$ cat src/rtl/execute_muldiv.sv
// execute_muldiv: iterative multiply/divide unit owning the HI/LO registers.
// Multiplies are shift-add and divides are restoring, one bit per cycle, WIDTH
// cycles per operation. Stall_MD holds dependent requests while iterating.
// Build option: define MULDIV_SIGNED_EN to make MULT/DIV signed (absolute
// values at accept, sign fix-up at completion). Without it, MULT/DIV run as
// MULTU/DIVU.
module execute_muldiv #(
  parameter int WIDTH = 32,
  parameter int CNT_W = $clog2(WIDTH) + 1
) (
  input  logic             clk,
  input  logic             rst_n,
  input  logic             flush,
  input  logic             AnyStall,
  input  logic             Req_ID,
  input  logic [2:0]       Op_ID,
  input  logic [WIDTH-1:0] SrcA_ID,
  input  logic [WIDTH-1:0] SrcB_ID,
  output logic [WIDTH-1:0] Result_MD,
  output logic [WIDTH-1:0] Hi,
  output logic [WIDTH-1:0] Lo,
  output logic             Busy,
  output logic             Done,
  output logic             Stall_MD
);

  localparam int W2 = 2 * WIDTH;

  typedef enum logic {IDLE, RUN} state_t;

  state_t           state_q, state_d;
  logic [CNT_W-1:0] cnt_q, cnt_d;
  logic [WIDTH-1:0] hi_q, hi_d;
  logic [WIDTH-1:0] lo_q, lo_d;
  logic [WIDTH-1:0] opnd_q, opnd_d;   // multiplicand or divisor magnitude
  logic [WIDTH-1:0] araw_q, araw_d;   // dividend as issued, for divide by zero
  logic [W2-1:0]    acc_q, acc_d;     // {HI part, LO part} working register
  logic             is_div_q, is_div_d;
  logic             dz_q, dz_d;
  logic             done_q, done_d;
`ifdef MULDIV_SIGNED_EN
  logic             neg_lo_q, neg_lo_d; // negate product / quotient
  logic             neg_hi_q, neg_hi_d; // negate remainder
`endif

  logic             acc_en;
  logic             signed_op;
  logic             sa, sb;
  logic [WIDTH-1:0] abs_a, abs_b;
  logic [WIDTH:0]   mul_sum;
  logic [WIDTH:0]   div_shift;
  logic [WIDTH:0]   div_diff;
  logic [W2-1:0]    step;
  logic [W2-1:0]    res;

  assign Busy      = (state_q == RUN);
  assign Done      = done_q;
  assign Hi        = hi_q;
  assign Lo        = lo_q;
  assign Stall_MD  = Req_ID & Busy;
  assign Result_MD = Op_ID[0] ? lo_q : hi_q;

  // Operand conditioning, one iteration step, sign fix-up and next-state logic
  always_comb begin
    state_d  = state_q;
    cnt_d    = cnt_q;
    hi_d     = hi_q;
    lo_d     = lo_q;
    opnd_d   = opnd_q;
    araw_d   = araw_q;
    acc_d    = acc_q;
    is_div_d = is_div_q;
    dz_d     = dz_q;
    done_d   = 1'b0;
`ifdef MULDIV_SIGNED_EN
    neg_lo_d = neg_lo_q;
    neg_hi_d = neg_hi_q;
    signed_op = Op_ID[0];
`else
    signed_op = 1'b0;
`endif

    acc_en = Req_ID & ~Busy & ~flush & ~AnyStall;
    sa     = signed_op & SrcA_ID[WIDTH-1];
    sb     = signed_op & SrcB_ID[WIDTH-1];
    abs_a  = sa ? -SrcA_ID : SrcA_ID;
    abs_b  = sb ? -SrcB_ID : SrcB_ID;

    // Multiply: add multiplicand into upper half when the low bit is set, shift right.
    mul_sum = {1'b0, acc_q[W2-1:WIDTH]} + {1'b0, (acc_q[0] ? opnd_q : {WIDTH{1'b0}})};
    // Divide: shift next dividend bit into the remainder, subtract if it fits.
    div_shift = {acc_q[W2-1:WIDTH], acc_q[WIDTH-1]};
    div_diff  = div_shift - {1'b0, opnd_q};
    if (is_div_q) begin
      if (div_diff[WIDTH]) step = {div_shift[WIDTH-1:0], acc_q[WIDTH-2:0], 1'b0};
      else                 step = {div_diff[WIDTH-1:0],  acc_q[WIDTH-2:0], 1'b1};
    end else begin
      step = {mul_sum, acc_q[WIDTH-1:1]};
    end

    res = step;
`ifdef MULDIV_SIGNED_EN
    if (is_div_q) begin
      if (neg_lo_q) res[WIDTH-1:0]  = -step[WIDTH-1:0];
      if (neg_hi_q) res[W2-1:WIDTH] = -step[W2-1:WIDTH];
    end else if (neg_lo_q) begin
      res = -step;
    end
`endif

    case (state_q)
      IDLE: begin
        if (acc_en) begin
          if (!Op_ID[2]) begin
            state_d  = RUN;
            cnt_d    = CNT_W'(WIDTH);
            is_div_d = Op_ID[1];
            opnd_d   = Op_ID[1] ? abs_b : abs_a;
            acc_d    = {{WIDTH{1'b0}}, (Op_ID[1] ? abs_a : abs_b)};
            dz_d     = Op_ID[1] & (SrcB_ID == '0);
            araw_d   = SrcA_ID;
`ifdef MULDIV_SIGNED_EN
            neg_lo_d = sa ^ sb;
            neg_hi_d = sa;
`endif
          end else if (Op_ID[1:0] == 2'b00) begin
            hi_d = SrcA_ID;
          end else if (Op_ID[1:0] == 2'b01) begin
            lo_d = SrcA_ID;
          end
        end
      end
      RUN: begin
        if (flush) begin
          state_d = IDLE;
          cnt_d   = '0;
        end else begin
          acc_d = step;
          cnt_d = cnt_q - CNT_W'(1);
          if (cnt_q == CNT_W'(1)) begin
            state_d = IDLE;
            done_d  = 1'b1;
            if (dz_q) begin
              hi_d = araw_q;
              lo_d = '1;
            end else begin
              hi_d = res[W2-1:WIDTH];
              lo_d = res[WIDTH-1:0];
            end
          end
        end
      end
      default: state_d = IDLE;
    endcase
  end

  // State, counter, HI/LO and datapath registers
  always_ff @(posedge clk or negedge rst_n) begin
    if (!rst_n) begin
      state_q  <= IDLE;
      cnt_q    <= '0;
      hi_q     <= '0;
      lo_q     <= '0;
      opnd_q   <= '0;
      araw_q   <= '0;
      acc_q    <= '0;
      is_div_q <= 1'b0;
      dz_q     <= 1'b0;
      done_q   <= 1'b0;
    end else begin
      state_q  <= state_d;
      cnt_q    <= cnt_d;
      hi_q     <= hi_d;
      lo_q     <= lo_d;
      opnd_q   <= opnd_d;
      araw_q   <= araw_d;
      acc_q    <= acc_d;
      is_div_q <= is_div_d;
      dz_q     <= dz_d;
      done_q   <= done_d;
    end
  end

`ifdef MULDIV_SIGNED_EN
  // Result sign flags captured at accept
  always_ff @(posedge clk or negedge rst_n) begin
    if (!rst_n) begin
      neg_lo_q <= 1'b0;
      neg_hi_q <= 1'b0;
    end else begin
      neg_lo_q <= neg_lo_d;
      neg_hi_q <= neg_hi_d;
    end
  end
`endif

endmodule
$ cat config.mk
export PLATFORM = sky130hd
export DESIGN_NAME = execute_muldiv
export DESIGN_NICKNAME = d
export VERILOG_FILES = /design/src/rtl/execute_muldiv.sv
export SDC_FILE = /design/constraint.sdc
export NUM_CORES = 1
export LEC_CHECK = 0
export CAP_MARGIN = 20
export CORE_ASPECT_RATIO = 0.5
export CORE_MARGIN = 2
export CORE_UTILIZATION = 60
export DETAILED_ROUTE_END_ITERATION = 16
export PLACE_DENSITY = 0.85
export SLEW_MARGIN = 30
export SYNTH_ARGS = -nofsm -noshare
export SYNTH_HDL_FRONTEND = slang
export SYNTH_SLANG_ARGS = --single-unit
$ cat constraint.sdc
create_clock -name clk -period 6.02 [get_ports clk]
set_input_delay 0.602 -clock clk [delete_from_list [all_inputs] [get_ports clk]]
set_output_delay 0.602 -clock clk [all_outputs]
set_load 0.02 [all_outputs]
# [Yosys cells after proc, flatten, opt, wreduce, memory -nomap -nowiden]
# Cells that the tools add are included.
[op_classes] n_addsub=3 eq_ne=10 mux=37 bitwise=9 reduce_logical=7
[op_table] operator="32-bit two-way mux" n=17
[op_table] operator="64-bit two-way mux" n=5
[op_table] operator="32-bit case mux with 2 select lines" n=2
[op_table] operator="64-bit case mux with 2 select lines" n=1
[op_table] operator="32-bit by 32-bit adder with 33-bit output" n=1
[op_table] operator="33-bit by 32-bit subtractor with 33-bit output" n=1
[op_table] operator="32-bit zero test" n=1
[op_table] operator="6-bit two-way mux" n=3
[op_table] operator="6-bit case mux with 2 select lines" n=1
[op_table] operator="2-bit inequality test (second input constant)" n=5
[op_table] operator="1-bit two-way mux" n=7
[op_table] operator="6-bit by 1-bit equality test with 1-bit output (second input constant)" n=1
[op_table] operator="2-bit by 1-bit inequality test with 1-bit output (second input constant)" n=3
[op_table] operator="3-bit AND reduction" n=2
[op_table] operator="6-bit AND reduction" n=1
[op_table] operator="6-bit by 1-bit subtractor with 6-bit output (second input constant)" n=1
[op_table] operator="1-bit AND" n=5
[op_table] operator="5-bit AND reduction" n=1
[op_table] operator="1-bit inverter" n=4
[op_table] operator="2-bit by 1-bit equality test with 1-bit output (second input constant)" n=1
[op_table] operator="2-bit zero test" n=1
[op_table] operator="1-bit case mux with 2 select lines" n=1
[op_table] operator="2-bit AND reduction" n=1
[word_totals] register_bits=202 inputBits=72 output_inout_bits=99 elab_cells=76

# [Depth between registers and ports, before layout]
[logic_depth] depth_word=7 mapped_depth=15 depth_no_buf=14

# [Worst setup path before layout]
# No wires, ideal clock.
[synth_timing] path_kind="reg2reg" startpoint="register acc_q[0]" endpoint="register hi_q[29] (netlist: Hi[29])" setup_time_ps=126 arrival_ps=3356 required_time_ps=5894 slack_ps=2538 stages_incl_launch_ff=14 n_path_buf=1 synth_period_minus_slack_ps=3482 cell_sequence="dfrtp_1 > clkbuf_1 > and2_1 > ha_1 > fa_1 > a21oi_1 > o211ai_1 > a221oi_1 > a2111o_1 > a31oi_1 > a311o_1 > xnor2_1 > o22ai_1 > a221o_1"
[synth_between] elab_chain_cells=7
[synth_rtl] item="start, declared" line_no="37" rtl="logic [W2-1:0] acc_q, acc_d;"
[synth_rtl] item="start signal, assigned" line_no="166" rtl="acc_q <= '0;"
[synth_rtl] item="start signal, assigned" line_no="177" rtl="acc_q <= acc_d;"
[synth_rtl] item="32-bit two-way mux" line_no="90" rtl="mul_sum = {1'b0, acc_q[W2-1:WIDTH]} + {1'b0, (acc_q[0] ? opnd_q : {WIDTH{1'b0}})};"
[synth_rtl] item="32-bit by 32-bit adder with 33-bit output" line_no="90"
[synth_rtl] item="64-bit two-way mux" line_no="94" rtl="if (is_div_q) begin"
[synth_rtl] item="32-bit two-way mux" line_no="143" rtl="if (dz_q) begin"
[synth_rtl] item="32-bit two-way mux" line_no="140" rtl="if (cnt_q == CNT_W'(1)) begin"
[synth_rtl] item="32-bit two-way mux" line_no="134" rtl="if (flush) begin"
[synth_rtl] item="32-bit case mux with 2 select lines" line_no="111" rtl="case (state_q)"
[synth_rtl] item="end signal, assigned" line_no="173" rtl="hi_q <= hi_d;"
[synth_rtl] item="end, declared" line_no="33" rtl="logic [WIDTH-1:0] hi_q, hi_d;"
# Every way passes these cells. The select of a mux whose other input is x is not followed.
# A chain may end at the register's enable or synchronous reset.

# [Worst setup path in the final report]
[layout_timing] startpoint="register acc_q[31]" endpoint="register hi_q[15] (netlist: Hi[15])"
[layout_between] elab_chain_cells=7
[layout_rtl] item="33-bit by 32-bit subtractor with 33-bit output" line_no="93" rtl="div_diff = div_shift - {1'b0, opnd_q};"
[layout_rtl] item="64-bit two-way mux" line_no="95" rtl="if (div_diff[WIDTH]) step = {div_shift[WIDTH-1:0], acc_q[WIDTH-2:0], 1'b0};"
[layout_rtl] item="64-bit two-way mux" line_no="94"
[layout_rtl] item="32-bit two-way mux" line_no="143"
[layout_rtl] item="32-bit two-way mux" line_no="140"
[layout_rtl] item="32-bit two-way mux" line_no="134"
[layout_rtl] item="32-bit case mux with 2 select lines" line_no="111"
# Every way passes these cells. The select of a mux whose other input is x is not followed.

==> results.md <==
* CTS Hold Buffers Added at 0
* DRC at 0
* Worst Setup Start Kind: flip-flop
* Post-DP HPWL at approximately 36,000 um
* TritonCTS clock tree: done
* DRT Pass-1 Iters at 6
* Finish-stage setup viols at 0
* Post-CTS Setup Bufs at 0
* Post-synthesis sequential area ratio at 35.9%
* First-pass GRT wire length at 76,800 um
* Tmin final at 4430 ps
* Worst Skew at 26.7 ps
* Power Density at between 500 and 600 mW/mm2
* Switch Pwr at about 3900 uW
* Wire length per cell at 24.6 um
* Vias at 13,400
* DIE AREA at 0.0248 mm2
* Layout cell share with drive strength beyond 1 at 10.3%
* Largest net degree at the start of global routing at 104
* Largest cells by area after synthesis: dfrtp_1 36%, mux2_2 8.2%, mux2i_1 6.2%
* Number of H-tree levels at 1
* Total of max-cap violations at 0
* Post-CTS sizing at 0
* Worst-Skew Late Latency at 530 ps
* Layout Cells excl Fill at 2,014
* Antenna Nets Post-Route at 0
* Routed WL at 49,600 um
* EDFF count, synth at 0
* Core area at 0.0229 mm2
* Max VDD drop at 0.319 mV
* Synth Net Count at 1,726
* Layout net count at 1,833
* Synth-to-Final Area Change at 17.6%
* Root buffer cell: clkbuf_16
* Worst-path clk slew at around 70 ps
* Die height at 112 um
* Syn. warnings at 0
* Reg2reg path depth at 15
* Starting Density at 61.3%
* Max Slew Vio Count at 0
* Vias in the first global route at about 13,000
* Type of the worst setup path: flip-flop to flip-flop
* Final hold violation count at 0
* FMAX at 0.226 GHz
* Clock Power Share at 15.3%
* Mean number of vias per cell at roughly 6.7
* Logic pwr share at 57.7%
* Worst-Margin Slew at about 1200 ps
* Yosys reg bits at approximately 200
* Sum of negative setup slack at 0 ps
* Top Ports at 171
* CTS Buffer Depth at 3
* Gr usage total at just over 40%
* Pre-CTS WS at between 1500 and 2000 ps
* Crit path arrival time at 4760 ps
* Clock Sinks at 202
* Rel. slew slack at between 20 and 25%
* Lkg Pwr at 0.00743 uW
* Routability Congestion at ~1.0
* Fillers at 1,744
* Status: finished, final reports clean
* Hold crit path type: primary input to async pin
* CTS buffer count at 19
* Ys async rst share at 100%
* Seq pwr share at 27.0%
* Final worst-path cycle share at roughly three quarters
* Sw Share at 46.3%
* P_int at 4550 uW
* Cell taking the most area after synthesis: dfrtp_1
* Critical path peak fanout at 25
* Violation count after the first detailed-route iteration at 1,752
* Row cnt at 39
* Syn Inst Count at 1,586
* Unrepaired setup endpoints after global routing: no
* DP Cell Count at between 1,500 and 2,000
* CP Capture Type: flip-flop
* Unique cell type count in the Yosys netlist at 70
* Ys flop type: dfrtp_1
* Share of the synthesized area in the top cell type at 35.9%
* Initial antenna violation count at 1
* I/O Buffers at 170
* Grt total ovfl at 0
* Min setup slack post-route at 1590 ps
* Data required, critical path at 6340 ps
* Die X at 221 um
* Syn Area/Cell at 8.87 um2
* Syn Std Cell Area at 0.0141 mm2
[path summary, 6_finish.rpt]
kind / start / endpoint / slack (ps)
setup / recovery: acc_q[31] / Hi[15] / 1590
hold / removal: rst_n / Lo[8] / 200
setup reg to reg: acc_q[31] / Hi[15] / 1590
hold reg to reg: acc_q[31] / acc_q[31] / 480
max in group asynchronous: rst_n / cnt_q[5] / 4670
min in group clk: acc_q[31] / acc_q[31] / 480
[cell usage in the layout (no fill, tap or decap), drive strengths merged, types with 3 or more instances in the layout]
| master | netlist | routed |
|---|---|---|
| dfrtp | 202 | 202 |
| nand2 | 174 | 174 |
| o21ai | 173 | 173 |
| clkdlybuf4s50 | 0 | 167 |
| a21oi | 135 | 135 |
| nor2 | 113 | 113 |
| mux2 | 103 | 103 |
| mux2i | 87 | 87 |
| ha | 66 | 66 |
| inv | 52 | 53 |
| o22ai | 42 | 42 |
| and2 | 36 | 36 |
| xnor2 | 34 | 34 |
| clkbuf | 81 | 31 |
| a21o | 28 | 28 |
| xor2 | 27 | 27 |
| buf | 18 | 17 |
| a22o | 16 | 16 |
| a211oi | 15 | 15 |
| a31oi | 14 | 14 |
| a221oi | 12 | 12 |
| nand3 | 11 | 11 |
| nor2b | 11 | 11 |
| and3 | 11 | 11 |
| nand4 | 11 | 11 |
| o221ai | 10 | 10 |
| o21a | 9 | 9 |
| nand2b | 9 | 9 |
| a221o | 8 | 8 |
| nor3 | 7 | 7 |
| o211ai | 7 | 7 |
| a2bb2oi | 6 | 6 |
| nor4 | 6 | 6 |
| o21bai | 5 | 5 |
| o31a | 4 | 4 |
| o31ai | 4 | 4 |
| a31o | 4 | 4 |
| o221a | 4 | 4 |
| a2111oi | 4 | 4 |
| or4 | 3 | 3 |
[cells in the mapped netlist, drive strengths merged, types with 5 or more instances]
cell type and instances:
dfrtp 202, nand2 174, o21ai 173, a21oi 135
nor2 113, mux2 103, mux2i 87, clkbuf 81
ha 66, inv 52, o22ai 42, and2 36
xnor2 34, a21o 28, xor2 27, buf 18
a22o 16, a211oi 15, a31oi 14, a221oi 12
and3 11, nand3 11, nand4 11, nor2b 11
o221ai 10, nand2b 9, o21a 9, a221o 8
nor3 7, o211ai 7, a2bb2oi 6, nor4 6
o21bai 5
[sequential cells by signal, indices dropped and copies added, names as in the netlist]
signal and flops:
Busy 1, Done 1, Hi 32, Lo 32, acc_q 64, araw_q 32
cnt_q 6, dz_q 1, is_div_q 1, opnd_q 32
[worst max-delay path, stage by stage, from the launching register on]
cell,delay (ps)
dfrtp_1,380
inv_1,100
ha_1,190
inv_1,60
fa_1,420
a211oi_1,390
nor3_1,120
o21ai_1,270
o21a_2,260
o311ai_4,130
a221oi_4,390
xnor2_4,290
buf_4,480
mux2_2,390
a21oi_1,200
a221oi_1,110
[per-layer routing]
layer	track usage [%]	share of wire [%]
met1	61.8	43
met3	17.4	16
met2	52.6	38
met4	8.67	2.2
met5	0	0
[stage by stage]
step                      util, %  total power [uW]  hold slack [ps]  instance area [um2]
after CTS                    72.1              8280              227                16500
after detailed placement     69.3              6960              470                15900
after global placement       69.3              6860              475                15900
after global routing         72.1              8890              259                16500
final                        72.1              8460              199                16500
after floorplan                 -              5370              306                14100
[cells by family after synthesis]
group,synth area share [%]
flip-flops,35.9
buffers and inverters,4.26
AO/OA/AOI/OAI,22.7
XOR/XNOR,3.93
adder cells (fa/ha/maj),6.16
AND/OR/NAND/NOR,12.6
multiplexers,14.4
[cell type report]
class / count / area, um2 / share of cell area (%)
antenna: 1 / 2.50 / 0.0151
clock buffer: 30 / 597 / 3.61
clock inverter: 4 / 51.3 / 0.310
inverter: 53 / 199 / 1.20
multi-input combinational: 1232 / 8440 / 51.0
sequential: 202 / 5060 / 30.6
tap: 307 / 384 / 2.32
timing repair buffer: 185 / 1810 / 11.0
[power groups by stage]
stage / Combinational [uW] / Clock [uW] / Sequential [uW]
6_report: 4880 / 1300 / 2290
5_1_grt: 5220 / 1350 / 2320
4_1_cts: 4740 / 1300 / 2250
3_5_place_dp: 4690 / 0 / 2260
3_3_place_gp: 4610 / 0 / 2250
2_1_floorplan: 3160 / 0 / 2210
Note: power is estimated with default switching activity, not from simulation.
